--- config.mk ---
export PLATFORM = sky130hd
export DESIGN_NAME = serial_add_ctrl
export DESIGN_NICKNAME = d
export VERILOG_FILES = /design/src/rtl/serial_add_pkg.sv /design/src/rtl/serial_add_ctrl_fa_cell.sv /design/src/rtl/serial_add_ctrl.sv
export SDC_FILE = /design/constraint.sdc
export NUM_CORES = 1
export LEC_CHECK = 0
export BUFFER_PORTS_ARGS = -buffer_cell sky130_fd_sc_hd__buf_2
export CAP_MARGIN = 5
export CORE_UTILIZATION = 35
export CTS_BUF_LIST = sky130_fd_sc_hd__clkbuf_8
export CTS_CLUSTER_DIAMETER = 80
export DETAILED_ROUTE_END_ITERATION = 12
export PLACE_DENSITY = 0.68
export SLEW_MARGIN = 30
export SYNTH_ARGS = -nofsm -noshare
export SYNTH_HDL_FRONTEND = slang
export SYNTH_SLANG_ARGS = --single-unit
--- constraint.sdc ---
create_clock -name clk -period 1.4 [get_ports clk]
set_input_delay 0.28 -clock clk [delete_from_list [all_inputs] [get_ports clk]]
set_output_delay 0.28 -clock clk [all_outputs]
set_load 0.05 [all_outputs]
--- src/rtl/serial_add_pkg.sv ---
// serial_add_pkg: FSM state type and default operand width shared by the serial adder.
package serial_add_pkg;
    typedef enum logic [1:0] {IDLE, SHIFT, DONE} state_t;
    localparam int DEF_WIDTH = 8;
endpackage

--- src/rtl/serial_add_ctrl_fa_cell.sv ---
// fa_cell: single-bit full adder used as the serial adder's datapath.
module fa_cell (
    input  logic a,
    input  logic b,
    input  logic cin,
    output logic sum,
    output logic cout
);
    assign sum  = a ^ b ^ cin;
    assign cout = (a & b) | (cin & (a ^ b));
endmodule

--- src/rtl/serial_add_ctrl.sv ---
// serial_add_ctrl: bit-serial adder with valid/ready handshakes, one bit per clock, LSB first.
// Optional signed-overflow flag port ovf is built only when OVF_FLAG_EN is defined.
module serial_add_ctrl
    import serial_add_pkg::*;
#(
    parameter int WIDTH = DEF_WIDTH
) (
    input  logic             clk,
    input  logic             rst,
    input  logic             in_valid,
    output logic             in_ready,
    input  logic [WIDTH-1:0] a,
    input  logic [WIDTH-1:0] b,
    input  logic             cin,
    output logic             out_valid,
    input  logic             out_ready,
    output logic [WIDTH-1:0] sum,
    output logic             cout
`ifdef OVF_FLAG_EN
    ,
    output logic             ovf
`endif
);
    localparam int CW = $clog2(WIDTH + 1);

    state_t           state_q;
    logic [WIDTH-1:0] a_q, b_q, sum_q, sum_d;
    logic [CW-1:0]    cnt_q;
    logic             c_q, in_ready_q, out_valid_q, fa_s, fa_co;
`ifdef OVF_FLAG_EN
    logic             ovf_q;
    assign ovf = ovf_q;
`endif

    fa_cell u_fa (.a(a_q[0]), .b(b_q[0]), .cin(c_q), .sum(fa_s), .cout(fa_co));

    // new bit enters at the MSB so after WIDTH shifts bit 0 sits at the LSB
    assign sum_d     = {fa_s, sum_q[WIDTH-1:1]};
    assign in_ready  = in_ready_q;
    assign out_valid = out_valid_q;
    assign sum       = sum_q;
    assign cout      = c_q;

    always_ff @(posedge clk) begin
        if (rst) begin
            state_q     <= IDLE;
            in_ready_q  <= 1'b1;
            out_valid_q <= 1'b0;
            a_q         <= '0;
            b_q         <= '0;
            sum_q       <= '0;
            c_q         <= 1'b0;
            cnt_q       <= '0;
`ifdef OVF_FLAG_EN
            ovf_q       <= 1'b0;
`endif
        end else begin
            case (state_q)
                IDLE: if (in_valid) begin
                    a_q        <= a;
                    b_q        <= b;
                    c_q        <= cin;
                    cnt_q      <= '0;
                    in_ready_q <= 1'b0;
                    state_q    <= SHIFT;
                end
                SHIFT: begin
                    a_q   <= a_q >> 1;
                    b_q   <= b_q >> 1;
                    sum_q <= sum_d;
                    c_q   <= fa_co;
                    cnt_q <= cnt_q + 1'b1;
                    if (cnt_q == CW'(WIDTH - 1)) begin
                        state_q     <= DONE;
                        out_valid_q <= 1'b1;
`ifdef OVF_FLAG_EN
                        ovf_q       <= c_q ^ fa_co;
`endif
                    end
                end
                DONE: if (out_ready) begin
                    state_q     <= IDLE;
                    out_valid_q <= 1'b0;
                    in_ready_q  <= 1'b1;
                end
                default: state_q <= IDLE;
            endcase
        end
    end
endmodule

==> impl_metrics.py <==
metrics = {
    "synth": {
        "synth_compound_area_share_pct": 29.23,
        "synth_adder_area_share_pct": 2.236,
        "yosys-mux-area-fraction_pct": 0,
        "avgSynthCellArea_um2": 8.873,
        "yosys.area_share.simple_pct": 17.02,
        "synthCells": 164,
        "synth_top_area_share_pct": 45.40,
        "synth.distinct_cells": 32,
        "synth_area_leader_cell": "dfxtp_1",
        "yosys.cell_count.top_type": "dfxtp_1",
        "synth_top_family_by_area": "compound AO/OA/AOI/OAI gates",
        "synth-edff-count": 0,
        "synth_fp_nets": 187,
        "ys_seq_area_share_pct": 45.40,
        "yosys_warnings": 0,
        "synth-async-reset-ratio_pct": 0,
        "syn_area_um2": 1455,
        "yosys_most_used_dff": "dfxtp_1",
        "ys_seq_elements": 33,
        "synthXorXnorAreaFrac_pct": 0,
        "ys_top_cells_by_area": "dfxtp_1, o221a_2, nand2_1",
        "synthTopCellsByCount": "dfxtp_1, nand2_1, nor2_1, a21oi_1",
    },
    "clock_tree": {
        "clkLatencyLatePin_ps": 280,
        "clkSlewWorstSetupHoldPaths_ps": 70,
        "cts_max_level": 2,
        "cts_setup_buffers": 0,
        "numCtsBuffers": 5,
        "cts_tree": "yes",
        "cts.sinks": 33,
        "clockBufferDepth": 2,
        "root_buffer": "clkbuf_8",
    },
    "drt": {
        "wirelength_mm": 3.178,
        "ant_nets": 0,
        "routed_via_density": 5.244,
        "routedWlPerCell_um": 12.71,
        "vias": 1311,
        "drtPass1Iterations": 4,
        "remaining_drc_errors": 0,
        "drtIter0Drc": 68,
    },
    "worst_setup_path": {
        "cp_slowest_cell": "a2111oi_0",
        "cp-end-kind": "flop",
        "cp_data_arrival_time_ps": 1430,
        "slowest_delay_ps": 370,
        "worstPathMaxFanout": 10,
        "crit_type": "reg2reg",
        "critPathLaunchType": "flop",
        "rr_worst_depth": 4,
        "cp.required_ps": 1560,
        "crit_chain": "buf_4 -> inv_1 -> nor2_1 -> a2111oi_0",
    },
    "timing": {
        "fin_skew_ps": 8.034,
        "fmax_mhz": 785.7,
        "setup_tns_ps": 0,
        "rsz0062_at_grt": "no",
        "fin_crit_ps": 1273,
        "slew_headroom_pct": 76.19,
        "final_hold_viol_count": 0,
        "min_period_over_period_pct": 90.91,
        "setup_viol": 0,
        "worstMarginPinSlew_ps": 348.2,
        "slew_viol_final": 0,
    },
    "floorplan": {
        "fp.dieW_um": 66.48,
        "initial_core_util_pct": 36.38,
        "die_h_um": 66.48,
        "io_pins": 32,
        "core-area_um2": 4000,
        "num_rows": 23,
        "die-area_um2": 4420,
    },
    "hold_path": {
        "hold_path.class": "in2reg",
        "hold_depth": 2,
    },
    "global_routing": {
        "grt_use_met3_pct": 5.137,
        "grtUsageMet1_pct": 20.46,
        "grt_pass1_wl_mm": 5.106,
        "track_usage_pct": 15.75,
        "antenna_found_initial": 0,
        "grt.met2_usage_pct": 23.47,
        "busiest_layer": "met2",
        "grt_max_degree": 19,
        "grt_pass1_vias": 1119,
        "overflow": 0,
    },
    "power": {
        "switching_share_pct": 24.23,
        "p_clk_share_pct": 40.8,
        "p_per_area_nw_per_um2": 1254,
        "combPwrFrac_pct": 13.2,
        "vdd_drop_max_uv": 533.2,
        "p_int_uw": 1704,
        "pwr-share-seq_pct": 46.0,
        "p_switching_uw": 544.9,
        "power.total_uw": 2249,
        "p_leak_uw": 0.0007711,
    },
    "run_status": {
        "status": "complete, no violations",
    },
    "final_layout": {
        "drive_gt1_share_pct": 30.50,
        "syn2layout_area_growth_pct": 23.30,
        "n_fill_cell": 393,
        "num_antenna_cells": 0,
        "fin_nets": 222,
    },
    "place": {
        "dp_hpwl_mm": 2.227,
        "gp_congestion": 0.7457,
        "port_buffers": 31,
    },
    "job": {
        "drv_cap": 0,
    },
}
-- layout by cell type (no fill, tap or decap), drive strengths merged, types with 2 or more instances in the layout --
cell type,instances
a2111oi,4
a211oi,3
a21oi,16
a2bb2oi,9
buf,41
clkbuf,6
dfxtp,33
inv,5
nand2,22
nand2b,2
nand3,3
nor2,21
nor2b,4
o221a,9
o22ai,7
-- sequential cells by signal (all words and copies together) (netlist names) --
| name | count |
|---|---|
| a_q | 8 |
| b_q | 8 |
| cnt_q | 4 |
| cout | 1 |
| in_ready | 1 |
| out_valid | 1 |
| state_q | 2 |
| sum | 8 |
-- area by class of cell --
type                       count  area, µm²  area share (%)
timing repair buffer          41      230.2           12.83
sequential                    33      660.6           36.82
inverter                       4      17.52          0.9763
clock buffer                   6      82.58           4.603
clock inverter                 2      33.78           1.883
multi-input combinational    114      706.9           39.40
tap                           50      62.56           3.487
-- timing repair --
item	4_1_cts	5_1_grt
hold buffers	0	0
endpoints found under the setup margin	0	1
gates resized for setup	0	1
-- layer usage --
metal / vias to the layer above / share of wire, %
li1: 663 / -
met2: 27 / 48
met4: 0 / 2.0
met1: 615 / 46
met3: 6 / 4.4
met5: - / 0
-- worst max-delay path: cells and delay by family, from the launching register on --
kind | cells | cell delay (ps)
AOI/OAI and AO/OA | 1 | 370
buffers and inverters | 2 | 360
DFF | 1 | 340
and+or+nand+nor | 1 | 70
-- cell families (layout without fill, tap and decap cells) --
| family | count (synthesis) | after routing |
|---|---|---|
| AO/OA/AOI/OAI | 56 | 56 |
| adder cells (fa/ha/maj) | 2 | 2 |
| flip-flops | 33 | 33 |
| AND/OR/NAND/NOR | 56 | 56 |
| buffers and inverters | 17 | 53 |
-- per-stage QoR --
step	instances	cell area, µm²	utilization (%)	worst slack, ps	hold WS (ps)
CTS	250	1793	44.82	134.8	233.3
global placement	242	1677	41.91	127.4	441.1
global route	250	1794	44.85	15.82	248.0
detailed placement	242	1677	41.91	114.9	451.5
floorplan	164	1455	-	28.07	363.1
finish	250	1794	44.85	127.3	240.6
-- final timing paths --
path	start	end	slack (ps)
worst min-delay path	rst	b_q[1]	240
worst min register to register	sum[0]	sum[0]	460
worst max-delay path	state_q[1]	b_q[3]	130
worst max register to register	state_q[1]	b_q[3]	130
-- power groups by stage --
stage	Sequential, µW	Combinational, µW	Clock (µW)
2_1_floorplan	1080	188	0
4_1_cts	1040	299	934
3_5_place_dp	1060	298	0
3_3_place_gp	1060	293	0
6_report	1040	296	918
5_1_grt	1040	329	972
Note: power is estimated with default switching activity, not from simulation.
